`src/rtl/alu_sequencer.sv`:
```
`default_nettype none
// ============================================================================
// Module      : alu_sequencer
// Description : Fetch/decode/execute/writeback sequencer for the 8-bit ALU.
//               Fetches 14-bit instructions over a req/valid handshake, drives
//               the ALU opcode and operands, writes results into W or a
//               16 x 8 file register and maintains the Z/C flags and the PC.
//               Optional build macro ALU_SEQ_SKIP_EN: a zero result of
//               inc/dec with instr[5] set makes writeback skip one
//               instruction.
// Revision    : 1.0 - initial release
// ============================================================================
module alu_sequencer #(
    parameter int RF_DEPTH = 16,
    parameter int PC_W     = 8
) (
    input  logic            clk,
    input  logic            reset,
    input  logic            start,
    output logic            instr_req,
    output logic [PC_W-1:0] pc,
    input  logic            instr_valid,
    input  logic [13:0]     instr_data,
    output logic [3:0]      alu_inst,
    output logic [7:0]      alu_a,
    output logic [7:0]      alu_b,
    output logic [2:0]      alu_bit,
    input  logic [7:0]      alu_ans,
    input  logic            alu_carry,
    output logic [7:0]      w_reg,
    output logic [1:0]      status,
    output logic            halted
);

    localparam logic [2:0] c_st_idle   = 3'd0;
    localparam logic [2:0] c_st_fetch  = 3'd1;
    localparam logic [2:0] c_st_decode = 3'd2;
    localparam logic [2:0] c_st_exec   = 3'd3;
    localparam logic [2:0] c_st_wb     = 3'd4;
    localparam logic [2:0] c_st_halt   = 3'd5;

    localparam logic [3:0] c_op_nop  = 4'd8;
    localparam logic [3:0] c_op_halt = 4'd15;

    localparam logic [PC_W-1:0] c_pc_one = PC_W'(1);
    localparam logic [PC_W-1:0] c_pc_two = PC_W'(2);

    logic [2:0]      r_state;
    logic [PC_W-1:0] r_pc;
    logic [7:0]      r_w;
    logic            r_z;
    logic            r_c;
    logic [7:0]      r_file [RF_DEPTH];
    logic [3:0]      r_op;
    logic            r_dest;
    logic [3:0]      r_addr;
    logic            r_req;
    logic            r_halted;
    logic [3:0]      r_alu_inst;
    logic [7:0]      r_alu_a;
    logic [7:0]      r_alu_b;
    logic [2:0]      r_alu_bit;

    logic            w_upd_c;
    logic            w_upd_z;
    logic            w_res_zero;
    logic [PC_W-1:0] w_pc_next;
    logic            w_unused_bits;

`ifdef ALU_SEQ_SKIP_EN
    logic            r_skip;
    // Bit 4 is reserved and never decoded.
    assign w_unused_bits = instr_data[4];
`else
    // Without the skip feature neither the skip flag nor the reserved bit is decoded.
    assign w_unused_bits = ^instr_data[5:4];
`endif

    assign w_res_zero = (alu_ans == 8'h00);

    // Decide which flags the current opcode is allowed to update.
    always_comb begin
        w_upd_c = 1'b0;
        w_upd_z = 1'b0;
        case (r_op)
            4'd2, 4'd3, 4'd5, 4'd6: begin
                w_upd_c = 1'b1;
                w_upd_z = 1'b1;
            end
            4'd0, 4'd1, 4'd4, 4'd7, 4'd9, 4'd10, 4'd12: w_upd_z = 1'b1;
            default: ;
        endcase
    end

    // Next program counter at writeback: normally +1, +2 when a skip fires.
    always_comb begin
        w_pc_next = r_pc + c_pc_one;
`ifdef ALU_SEQ_SKIP_EN
        if (r_skip && ((r_op == 4'd5) || (r_op == 4'd6)) && w_res_zero) begin
            w_pc_next = r_pc + c_pc_two;
        end
`endif
    end

    // Sequencer state machine with all architectural state and registered outputs.
    always_ff @(posedge clk) begin
        if (reset) begin
            r_state    <= c_st_idle;
            r_pc       <= '0;
            r_w        <= 8'h00;
            r_z        <= 1'b0;
            r_c        <= 1'b0;
            r_op       <= c_op_nop;
            r_dest     <= 1'b0;
            r_addr     <= 4'h0;
            r_req      <= 1'b0;
            r_halted   <= 1'b0;
            r_alu_inst <= c_op_nop;
            r_alu_a    <= 8'h00;
            r_alu_b    <= 8'h00;
            r_alu_bit  <= 3'd0;
`ifdef ALU_SEQ_SKIP_EN
            r_skip     <= 1'b0;
`endif
            for (int i = 0; i < RF_DEPTH; i++) begin
                r_file[i] <= 8'h00;
            end
        end else begin
            case (r_state)
                c_st_idle: begin
                    if (start) begin
                        r_req   <= 1'b1;
                        r_state <= c_st_fetch;
                    end
                end
                c_st_fetch: begin
                    // The bit index goes out with the latch so it is stable from DECODE on.
                    if (instr_valid) begin
                        r_op      <= instr_data[13:10];
                        r_dest    <= instr_data[9];
                        r_alu_bit <= instr_data[8:6];
                        r_addr    <= instr_data[3:0];
`ifdef ALU_SEQ_SKIP_EN
                        r_skip    <= instr_data[5];
`endif
                        r_req     <= 1'b0;
                        r_state   <= c_st_decode;
                    end
                end
                c_st_decode: begin
                    // Operands are captured here so they are presented through EXEC and WB.
                    if (r_op == c_op_halt) begin
                        r_halted <= 1'b1;
                        r_state  <= c_st_halt;
                    end else begin
                        r_alu_inst <= r_op;
                        r_alu_a    <= r_w;
                        r_alu_b    <= r_file[r_addr];
                        r_state    <= c_st_exec;
                    end
                end
                c_st_exec: begin
                    r_state <= c_st_wb;
                end
                c_st_wb: begin
                    if (r_op != c_op_nop) begin
                        if (r_dest) begin
                            r_file[r_addr] <= alu_ans;
                        end else begin
                            r_w <= alu_ans;
                        end
                    end
                    if (w_upd_c) begin
                        r_c <= alu_carry;
                    end
                    if (w_upd_z) begin
                        r_z <= w_res_zero;
                    end
                    r_pc       <= w_pc_next;
                    r_alu_inst <= c_op_nop;
                    r_req      <= 1'b1;
                    r_state    <= c_st_fetch;
                end
                c_st_halt: begin
                    // The halt instruction itself is stepped over on restart.
                    if (start) begin
                        r_pc     <= r_pc + c_pc_one;
                        r_halted <= 1'b0;
                        r_req    <= 1'b1;
                        r_state  <= c_st_fetch;
                    end
                end
                default: begin
                    r_req   <= 1'b0;
                    r_state <= c_st_idle;
                end
            endcase
        end
    end

    assign instr_req = r_req;
    assign pc        = r_pc;
    assign alu_inst  = r_alu_inst;
    assign alu_a     = r_alu_a;
    assign alu_b     = r_alu_b;
    assign alu_bit   = r_alu_bit;
    assign w_reg     = r_w;
    assign status    = {r_z, r_c};
    assign halted    = r_halted;

endmodule
`default_nettype wire

```
`config.mk`:
```
export PLATFORM = sky130hd
export DESIGN_NAME = alu_sequencer
export DESIGN_NICKNAME = d
export VERILOG_FILES = /design/src/rtl/alu_sequencer.sv
export SDC_FILE = /design/constraint.sdc
export NUM_CORES = 1
export LEC_CHECK = 0
export ABC_AREA = 1
export ABC_CLOCK_PERIOD_IN_PS = 2600
export CAP_MARGIN = 10
export CORE_ASPECT_RATIO = 1.5
export CORE_MARGIN = 1
export CORE_UTILIZATION = 55
export DETAILED_ROUTE_END_ITERATION = 16
export PLACE_DENSITY = 0.76
export SLEW_MARGIN = 20
export SYNTH_ARGS = -nofsm -noshare
export SYNTH_HDL_FRONTEND = slang
export SYNTH_SLANG_ARGS = --single-unit
```
`constraint.sdc`:
```
create_clock -name clk -period 2.6 [get_ports clk]
set_clock_uncertainty 0.1 [all_clocks]
set_input_delay 0.39 -clock clk [delete_from_list [all_inputs] [get_ports clk]]
set_output_delay 0.39 -clock clk [all_outputs]
set_load 0.01 [all_outputs]
```
# Word-level counts from Yosys, hierarchy flattened
# Memories as Yosys holds them, arrays and structs flattened. A register that Yosys moved wholly into a read port is not among the register bits.
# Cells that the tools add are included.
[classes] eq_ne=22 reduce_logical=21 shift=0 addsub=1 n_lt_le_gt_ge=0 multipliers=0 div=0 n_bitwise=3 muxes=26
[ops] cell="$eq 4x3->1 const B" count=4
[ops] cell="$eq 4x4->1 const B" count=4
[ops] cell="$mux 8" count=2
[ops] cell="$pmux 8 s2" count=1
[ops] cell="$pmux 3 s5" count=1
[ops] cell="$mux 1" count=14
[ops] cell="$reduce_and 2->1" count=7
[ops] cell="$reduce_or 11->1" count=1
[ops] cell="$mux 3" count=3
[ops] cell="$reduce_and 3->1" count=3
[ops] cell="$add 8x1->8 const B" count=1
[ops] cell="$eq 4x2->1 const B" count=2
[ops] cell="$logic_not 8->1" count=1
[ops] cell="$mux 4" count=2
[ops] cell="$ne 2x2->1 const B" count=4
[ops] cell="$pmux 4 s2" count=1
[ops] cell="$reduce_or 8->1" count=1
[ops] cell="$eq 3x2->1 const B" count=2
[ops] cell="$eq 3x3->1 const B" count=2
[ops] cell="$reduce_bool 2->1" count=3
[ops] cell="$eq 4x1->1 const B" count=1
[ops] cell="$logic_not 4->1" count=1
[ops] cell="$ne 4x4->1 const B" count=1
[ops] cell="$pmux 1 s4" count=1
[ops] cell="7 further kinds" count=10
[totals] n_memories=1 wordCells=87 rom_bits=0 regBits=47 out_inout_bits=43 latchBits=0 inputBits=27 mem_bits_rw=128
[mem_list] name="r_file" words=16 width=8 read_ports=1 rd_ports_with_merged_regs=1 wr=16 line="53" source="logic [7:0] r_file [RF_DEPTH];"

# Logic depth before layout (Yosys ltp)
[logic_depth] depth_word=7 mapped_depth=11 ltp_nobuf=9

# Least setup slack after synthesis
# Ideal clock, no wire load.
[synth_timing] path_kind="in2reg" from="in reset" to="mem r_file[10][0], enable pin" setup_time_ns=0.329 required_time_ns=2.171 n_path_buf=1 stages=6 setup_slack_ns=0.709 arrival_ns=1.462 cell_sequence="buf_2 inv_1 nand4_4 nor2_4 nand2_4 nand2_1"
[synth_lines] item="start, declared" line="18" source="input logic reset,"
[synth_lines] item="end, declared" line="53"

==> results by group <==
Run status
  • Status: complete, no violations

Floorplanning
  • Io pins: 70
  • Starting Density: 56.3%
  • Die Width: 102 um
  • Die Y: 152 um
  • Die area: 15400 sq um
  • Row count: 54
  • Placeable Area: 14600 sq um

Power
  • Share of power burned in registers: 48.9%
  • Logic pwr share: 13.7%
  • Internal Power: 0.00492 W
  • Cell area power density: 703 nW/um^2
  • Max VDD drop: 0.400 mV
  • NetSw: 0.00187 W
  • Net Sw Frac: 27.6%
  • Clock share of power: 37.5%
  • Leakage Power: 4.14 nW

Worst setup path
  • CP arrival: 2250 ps
  • Crit path required time: 2600 ps
  • Crit end category: flop
  • CP max FO: 9
  • Crit Path Class: flop to flop
  • Worst setup SP type: flop

Placement
  • Cell Count Post-Placement: 1172
  • GPL Wtd Cong: 0.839
  • I/O Buffers: 67
  • Hpwl dp: 13.2 mm

Clock tree
  • Sink Count: 183
  • Post-CTS Resized: 0
  • Clk slew on worst S/H paths: 70 ps
  • Clock root buffer: clkbuf_16
  • Clock buffer depth: 2
  • CTS HTree Levels: 4
  • TritonCTS clock tree: yes
  • Hold buffers post-CTS: 0
  • Worst skew pair latency: 440 ps
  • Post-CTS setup buffer count: 0
  • Cts bufs inserted: 17

Layout
  • Max reg flops: 128
  • Share of layout cells above drive strength 1: 7.84%
  • Area Overhead vs Synth: 17.6%
  • Post-layout nets: 1023
  • Most flops, register: r_file
  • ANT cells: 0
  • Post-Layout Cell Count: 1204

Synthesis
  • Post-Syn Instances: 937
  • Fraction of registers with async set/reset: 0%
  • Most common cell in the synthesized netlist: nand2_1
  • Yosys top cell by area: edfxtp_1
  • Post-synth EDFFs: 128
  • Cell area after synthesis: 8210 sq um
  • Post-synth top cells: nand2_1, nor2_1, edfxtp_1, dfxtp_1, o21ai_0
  • Synthesized flop and latch total: 183
  • Leading post-synthesis cells by cell area: edfxtp_1, nand2_1, dfxtp_1
  • Synthesized area per cell: 8.76 sq um
  • Top_reg_cell synth: edfxtp_1
  • Library cells used by synthesis: 30
  • Synth Warn #: 0
  • Register area share after synthesis: 60.2%
  • Synth Net Count: 965
  • Top-area cell type share of the netlist area: 46.8%

Timing
  • Final period util: 86.6%
  • Fmax: 0.444 GHz
  • Final Max Slew Viols: 0
  • Endpoints failing hold: 0
  • Tmin final: 2250 ps
  • Unrepaired setup endpoints after global routing: no
  • Slew @ Worst Pin: 633 ps
  • Finish-stage setup viols: 0
  • Relative slew slack: 57.8%
  • Setup TNS: 0 ps

Detailed routing
  • Via density: 5.38
  • Vias post-DR: 6472
  • ANT nets after route: 0
  • Initial DRC count: 372
  • Detailed Routing Iterations Pass 1: 5
  • Final WL: 19.8 mm
  • DRC Markers: 0
  • Routed WL per cell: 16.5 um

Global route
  • Aggregate global routing overflow: 0
  • Vias in the first global route: 6139
  • Largest net degree at the start of global routing: 60
  • Antenna violations before repair: 0
  • Overall Global Routing Usage: 27.4%
  • First-pass GRT wire length: 30.9 mm

Run
  • Max-Cap Viols: 0

Worst hold path
  • Class of the worst hold path: flop to flop
-- worst max-delay path, cell delays in order (launching register included) --
cell and delay [ps]:
dfxtp_1 370, inv_2 90, nand2_1 70, nor2_2 220
nand4_4 240, nor2_4 390, nand2_4 140, nand2_1 300
-- metal layers --
layer  global-route usage, %  up-vias  wire length (um)
li1                        -     3179                 -
met1                    32.0     2989              7560
met2                    48.5      249             10500
met3                    4.22       55              1060
met4                    13.3        0               728
met5                       0        -                 0
-- per-stage QoR --
stage                     hold WS [ps]  setup slack, ps  power (W)  cell area [sq um]  utilization [%]
after floorplan                    339              709    0.00396               8210                -
after global placement             352              188    0.00429               9070             62.2
after detailed placement           361              166    0.00431               9070             62.2
after CTS                          373              364    0.00680               9660             66.2
after global routing               391              225    0.00706               9660             66.2
final                              367              349    0.00679               9660             66.2
-- logic make-up (layout without fill, tap and decap cells) --
logic type | Yosys count | after routing | synth area share, %
and+or+nand+nor | 580 | 580 | 29.9
buffers and inverters | 87 | 158 | 4.39
AOI/OAI and AO/OA | 86 | 86 | 5.38
DFF | 183 | 183 | 60.2
adders and majority gates | 1 | 1 | 0.152
-- cell usage in the layout (no fill, tap or decap), types with 3 or more instances in the layout --
cell,count
o21ai_0,50
clkdlybuf4s50_1,67
inv_8,4
nand4_1,9
buf_4,22
a21oi_1,30
dfxtp_1,54
inv_1,31
nand2_4,16
nand2_1,309
clkbuf_16,17
nor2_4,4
nor3_1,3
clkinv_4,4
edfxtp_1,128
nor2_1,187
clkinv_1,5
nand3_1,46
-- path summary, 6_finish.rpt --
kind / to / depth (start not counted) / startpoint / slack (ps)
min: instr_req$_SDFFE_PP0P_ / 2 / instr_req$_SDFFE_PP0P_ / 370
min reg2reg: instr_req$_SDFFE_PP0P_ / 2 / instr_req$_SDFFE_PP0P_ / 370
max: r_file[2][6]$_SDFFCE_PN0P_ / 7 / r_state[1]$_SDFFE_PP0P_ / 350
max reg2reg: r_file[2][6]$_SDFFCE_PN0P_ / 7 / r_state[1]$_SDFFE_PP0P_ / 350
-- power by group through the flow --
stage          combinational, W  sequential [W]  clock [W]
2_1_floorplan          0.000570         0.00338          0
3_3_place_gp           0.000912         0.00338          0
3_5_place_dp           0.000922         0.00339          0
4_1_cts                0.000928         0.00332    0.00255
5_1_grt                 0.00103         0.00334    0.00269
6_report               0.000929         0.00332    0.00254
-- area by class of cell --
type | instances | area [sq um]
flip-flops and latches | 183 | 4950
repair buffers | 89 | 836
clock inverters | 15 | 163
clock buffers | 17 | 425
fillers | 1200 | 4930
inverters | 37 | 139
well taps | 196 | 245
multi-input cells | 667 | 2910
No activity file was read; power rests on OpenSTA's default activity.
